[src/rtl/button_pkg.sv]
`default_nettype none
// +----------------------------------------------------------------------+
// | button_pkg: shared FSM state encoding and counter sizing helper       |
// | Revision: 1.0                                                         |
// +----------------------------------------------------------------------+
package button_pkg;

    typedef enum logic [1:0] {
        IDLE      = 2'd0,
        ARMING    = 2'd1,
        HELD      = 2'd2,
        DISARMING = 2'd3
    } state_t;

    // Bits needed to hold the values 0..max_count inclusive.
    function automatic int cnt_width(input int max_count);
        return (max_count < 1) ? 1 : $clog2(max_count + 1);
    endfunction

endpackage
`default_nettype wire

[src/rtl/sync_2ff.sv]
`default_nettype none
// +----------------------------------------------------------------------+
// | sync_2ff: two-flop synchronizer with a parameterized reset level      |
// | Revision: 1.0                                                         |
// +----------------------------------------------------------------------+
module sync_2ff #(
    parameter logic RESET_VAL = 1'b0
) (
    input  logic clk,
    input  logic rst_n,
    input  logic d,
    output logic q
);

    logic meta;

    always_ff @(posedge clk or negedge rst_n) begin
        if (!rst_n) begin
            meta <= RESET_VAL;
            q    <= RESET_VAL;
        end else begin
            meta <= d;
            q    <= meta;
        end
    end

endmodule
`default_nettype wire

[src/rtl/button_conditioner.sv]
`default_nettype none
// +----------------------------------------------------------------------+
// | button_conditioner: debounces a raw button into a level plus          |
// | press/release pulses; BTN_LONG_PRESS_EN adds a long_press pulse.      |
// | Revision: 1.0                                                         |
// +----------------------------------------------------------------------+
module button_conditioner
    import button_pkg::*;
#(
    parameter int STABLE_COUNT = 4,
    parameter int ACTIVE_LOW   = 1
`ifdef BTN_LONG_PRESS_EN
    ,
    parameter int LONG_COUNT   = 32
`endif
) (
    input  logic clk,
    input  logic rst_btn,
    input  logic clk_enable,
    input  logic btn_in,
    output logic pressed,
    output logic press,
    output logic release_pulse
`ifdef BTN_LONG_PRESS_EN
    ,
    output logic long_press
`endif
);

    localparam int               CNT_W    = cnt_width(STABLE_COUNT);
    localparam logic [CNT_W-1:0] CNT_LAST = CNT_W'(STABLE_COUNT - 1);
    localparam logic             PIN_IDLE = (ACTIVE_LOW != 0);

    logic             sync_q;
    logic             raw_act;
    state_t           state, state_nx;
    logic [CNT_W-1:0] cnt, cnt_nx;
    logic             pressed_nx, press_nx, release_nx;

    sync_2ff #(
        .RESET_VAL (PIN_IDLE)
    ) u_sync (
        .clk   (clk),
        .rst_n (rst_btn),
        .d     (btn_in),
        .q     (sync_q)
    );

    assign raw_act = sync_q ^ PIN_IDLE;

    always_ff @(posedge clk or negedge rst_btn) begin
        if (!rst_btn) begin
            state         <= IDLE;
            cnt           <= '0;
            pressed       <= 1'b0;
            press         <= 1'b0;
            release_pulse <= 1'b0;
        end else begin
            state         <= state_nx;
            cnt           <= cnt_nx;
            pressed       <= pressed_nx;
            press         <= press_nx;
            release_pulse <= release_nx;
        end
    end

    // raw_act is tested before clk_enable, so a bounce on the qualifying tick aborts.
    always_comb begin
        state_nx = state;
        cnt_nx   = cnt;
        case (state)
            IDLE: begin
                if (raw_act) begin
                    state_nx = ARMING;
                    cnt_nx   = '0;
                end
            end
            ARMING: begin
                if (!raw_act) begin
                    state_nx = IDLE;
                    cnt_nx   = '0;
                end else if (clk_enable) begin
                    if (cnt == CNT_LAST) begin
                        state_nx = HELD;
                        cnt_nx   = '0;
                    end else begin
                        cnt_nx = cnt + CNT_W'(1);
                    end
                end
            end
            HELD: begin
                if (!raw_act) begin
                    state_nx = DISARMING;
                    cnt_nx   = '0;
                end
            end
            DISARMING: begin
                if (raw_act) begin
                    state_nx = HELD;
                    cnt_nx   = '0;
                end else if (clk_enable) begin
                    if (cnt == CNT_LAST) begin
                        state_nx = IDLE;
                        cnt_nx   = '0;
                    end else begin
                        cnt_nx = cnt + CNT_W'(1);
                    end
                end
            end
            default: begin
                state_nx = IDLE;
                cnt_nx   = '0;
            end
        endcase
    end

    always_comb begin
        pressed_nx = (state_nx == HELD) || (state_nx == DISARMING);
        press_nx   = (state == ARMING) && (state_nx == HELD);
        release_nx = (state == DISARMING) && (state_nx == IDLE);
    end

`ifdef BTN_LONG_PRESS_EN
    localparam int                LONG_W    = cnt_width(LONG_COUNT);
    localparam logic [LONG_W-1:0] LONG_LAST = LONG_W'(LONG_COUNT - 1);
    localparam logic [LONG_W-1:0] LONG_MAX  = LONG_W'(LONG_COUNT);

    logic [LONG_W-1:0] long_cnt;

    // Counter parks at LONG_COUNT so the pulse fires once per hold.
    always_ff @(posedge clk or negedge rst_btn) begin
        if (!rst_btn) begin
            long_cnt   <= '0;
            long_press <= 1'b0;
        end else begin
            long_press <= 1'b0;
            if (state != HELD) begin
                long_cnt <= '0;
            end else if (clk_enable && (long_cnt != LONG_MAX)) begin
                long_cnt   <= long_cnt + LONG_W'(1);
                long_press <= (long_cnt == LONG_LAST);
            end
        end
    end
`endif

endmodule
`default_nettype wire

[config.mk]
export PLATFORM = sky130hd
export DESIGN_NAME = button_conditioner
export DESIGN_NICKNAME = d
export VERILOG_FILES = /design/src/rtl/button_pkg.sv /design/src/rtl/sync_2ff.sv /design/src/rtl/button_conditioner.sv
export SDC_FILE = /design/constraint.sdc
export NUM_CORES = 1
export LEC_CHECK = 0
export ABC_AREA = 1
export ABC_CLOCK_PERIOD_IN_PS = 1190
export BUFFER_PORTS_ARGS = -buffer_cell sky130_fd_sc_hd__buf_2
export CAP_MARGIN = 20
export CORE_AREA = 4 4 41 43
export CTS_BUF_LIST = sky130_fd_sc_hd__clkbuf_16
export CTS_CLUSTER_SIZE = 24
export DETAILED_ROUTE_END_ITERATION = 10
export DIE_AREA = 0 0 45 47
export HOLD_SLACK_MARGIN = 0.03
export PLACE_DENSITY = 0.56
export SLEW_MARGIN = 20
export SYNTH_ARGS = -nofsm -noshare
export SYNTH_HDL_FRONTEND = slang
export SYNTH_SLANG_ARGS = --single-unit
[constraint.sdc]
create_clock -name clk -period 1.19 [get_ports clk]
set_clock_uncertainty 0.15 [all_clocks]
set_input_delay 0.0595 -clock clk [delete_from_list [all_inputs] [get_ports clk]]
set_output_delay 0.0595 -clock clk [all_outputs]
set_load 0.005 [all_outputs]
==> flow_summary.json <==
{
  "synthSimpleGateAreaFrac_pct": 27.0,
  "finalCritPeriodShare_pct": 100,
  "syn_area_per_cell_um2": 8.86,
  "die_w_um": 45,
  "final_util_pct": 48.8,
  "initial_utilization_pct": 32.0,
  "core_area_um2": 1300,
  "drt-initial-drc-count": 0,
  "synth_area_leaders": "dfrtp_1, dfstp_2, nand2_1",
  "hold_class": "input pin to async pin",
  "drt_wl_total_um": 869,
  "fillCellCount": 126,
  "period_minus_slack_ns": 1.19,
  "drtPass1Iterations": 1,
  "total_power_mw": 1.06,
  "synthToLayoutAreaGrowth_pct": 52.6,
  "diodes": 0,
  "arrival_ns": 1.17,
  "slew_violations": 0,
  "r2r_end": "pressed$_DFF_PN0_",
  "antenna_found_initial": 0,
  "fmax_mhz": 840,
  "leakagePower_nw": 0.336,
  "yosysWarnings": 0,
  "rsz0062_at_grt": "true",
  "layout-drive-gt1-share_pct": 42.9,
  "synth_top_family_by_area": "simple AND/OR/NAND/NOR gates",
  "vias_per_cell": 4.29,
  "final_nets": 69,
  "ys_seq_elements": 9,
  "ant_nets": 0,
  "worst_setup_path_start_kind": "register",
  "muxShareOfSynthArea_pct": 0,
  "synth_edf_count": 0,
  "dieHeight_um": 47,
  "synth_flop_cell": "dfrtp_1",
  "yosysMostFrequentCell": "nand2_1",
  "worst_slack_ns": -0.000879,
  "port_buffers": 6,
  "globalRoute.totalOverflow": 0,
  "violations": "setup timing",
  "ys_seq_area_share_pct": 54.7,
  "worstMarginPinSlew_ns": 0.230,
  "cts_sinks": 9,
  "post-dp-hpwl_um": 554,
  "grt_max_degree": 10,
  "place_congestion": 0.707,
  "clkSlewWorstSetupHoldPaths_ns": 0.04,
  "relSlewSlack_pct": 84.7,
  "syn_inst": 47,
  "grtUsageTotal_pct": 9.67,
  "r2r_start": "cnt[0]$_DFFE_PN0P_",
  "vias": 335,
  "path_class": "register to register",
  "cts-root-buf": "clkbuf_16",
  "max-cap-violations": 0,
  "wire_per_inst_um": 11.1,
  "synth_area_um2": 417,
  "die-area_um2": 2120,
  "cts_tree": "done",
  "synth.distinct_cells": 15,
  "multiInputGateArea_um2": 203,
  "clk_path_buf_depth": 2,
  "ff2ff_path_depth": 6,
  "cp_data_required_time_ns": 1.17,
  "synth_top_area_share_pct": 42.0,
  "status": "complete, but fails checks",
  "crit_fanout": 4,
  "syn-num-nets": 52,
  "io_pins": 7,
  "insertion_delay_ns": 0.24,
  "final-hold-violation-count": 0,
  "cts-buffers-inserted": 3,
  "synth_top_area_cell": "dfrtp_1",
  "synth_fa_ha_area_share_pct": 3.00,
  "async_flop_share_pct": 100,
  "end_kind": "register",
  "grt_pass1_vias": 305,
  "ff2ff_setup_slack_ns": -0.0009,
  "synth-xor-area-share_pct": 0,
  "drcViolationCount": 0,
  "grt_pass1_wl_mm": 1.39,
  "fp-row-count": 13,
  "setup_viol": 1,
  "synth-compound-area-share_pct": 9.01,
  "area.sequential_um2": 228,
  "ir_drop_uv": 1060,
  "p_per_area_nw_per_um2": 1670,
  "h-tree-depth": 1,
  "synthTopCellsByCount": "nand2_1, dfrtp_1, inv_1"
}
[cell usage in the layout (no fill, tap or decap), drive strengths merged]
master and n:
nand2 17, buf 10, dfrtp 7, inv 7, nor2 5, clkbuf 3
a21oi 3, o21ai 3, dlygate4sd3 2, dfstp 2, nand3 2, clkinv 1
ha 1
[cell families after synthesis]
group / after synthesis
simple gates: 24
flops: 9
buf+inv: 7
compound gates: 6
fa+ha+maj: 1
[timing repair]
item	in CTS	in global routing
endpoints found under the hold margin	10	0
buffers inserted	1	0
hold buffers	2	0
resized for setup	2	9
pin swaps	2	3
setup endpoints to repair	3	6
[critical path: stages, from the launching register on]
cell and delay (ns):
dfrtp_1 0.39, ha_4 0.17, nand2_4 0.05, nor2_4 0.14
nand2_4 0.08, nand2_2 0.06, o21ai_2 0.04
[per-stage QoR]
step           area (µm²)  setup TNS, ns  cells  setup slack (ns)  hold slack (ns)
6_report              636      -0.000879     78         -0.000879           0.0575
5_1_grt               636         -0.274     78           -0.0615           0.0799
4_1_cts               598       -0.00618     78          -0.00618           0.0454
3_5_place_dp          488        -0.0293     71           -0.0113           -0.227
3_3_place_gp          488        -0.0242     71           -0.0133           -0.229
2_1_floorplan         417              0     47            0.0364           -0.386
[area by class of cell]
type | instances | share of cell area, %
repair buffers | 12 | 12.6
clock inverters | 1 | 0.591
clock buffers | 3 | 11.8
flip-flops and latches | 9 | 35.8
well taps | 15 | 2.95
inverters | 7 | 4.33
multi-input cells | 31 | 31.9
[flip-flops by register name, summed over array words and instances, names as in the netlist]
signal and count:
pressed 1, release_pulse 1, u_sync.q 1, state 1
cnt 3, u_sync.meta 1, press 1
[routing by layer]
layer	part of all wire (%)	wire, µm	GRT usage [%]
met1	43	373	11.5
met2	49	429	13.6
met3	6.8	59	6.90
met4	0.92	8	3.51
met5	0	0	0
[worst max path at each step]
stage | startpoint | end | slack [ns] | cells past startpoint
global placement | u_sync.q$_DFF_PN1_ | cnt[0]$_DFFE_PN0P_ | -0.01 | 5
detailed placement | u_sync.q$_DFF_PN1_ | cnt[0]$_DFFE_PN0P_ | -0.01 | 5
floorplan | cnt[0]$_DFFE_PN0P_ | cnt[1]$_DFFE_PN0P_ | 0.04 | 5
global route | cnt[0]$_DFFE_PN0P_ | pressed$_DFF_PN0_ | -0.06 | 6
finish | cnt[0]$_DFFE_PN0P_ | pressed$_DFF_PN0_ | -0.0009 | 6
CTS | cnt[0]$_DFFE_PN0P_ | pressed$_DFF_PN0_ | -0.006 | 6
[power breakdown]
part | internal (mW) | switching [mW] | leakage (nW) | total [mW]
clock | 0.439 | 0.146 | 0.0423 | 0.584
combinational | 0.0549 | 0.0671 | 0.179 | 0.122
sequential | 0.328 | 0.0245 | 0.115 | 0.353
Note: power is estimated with default switching activity, not from simulation.
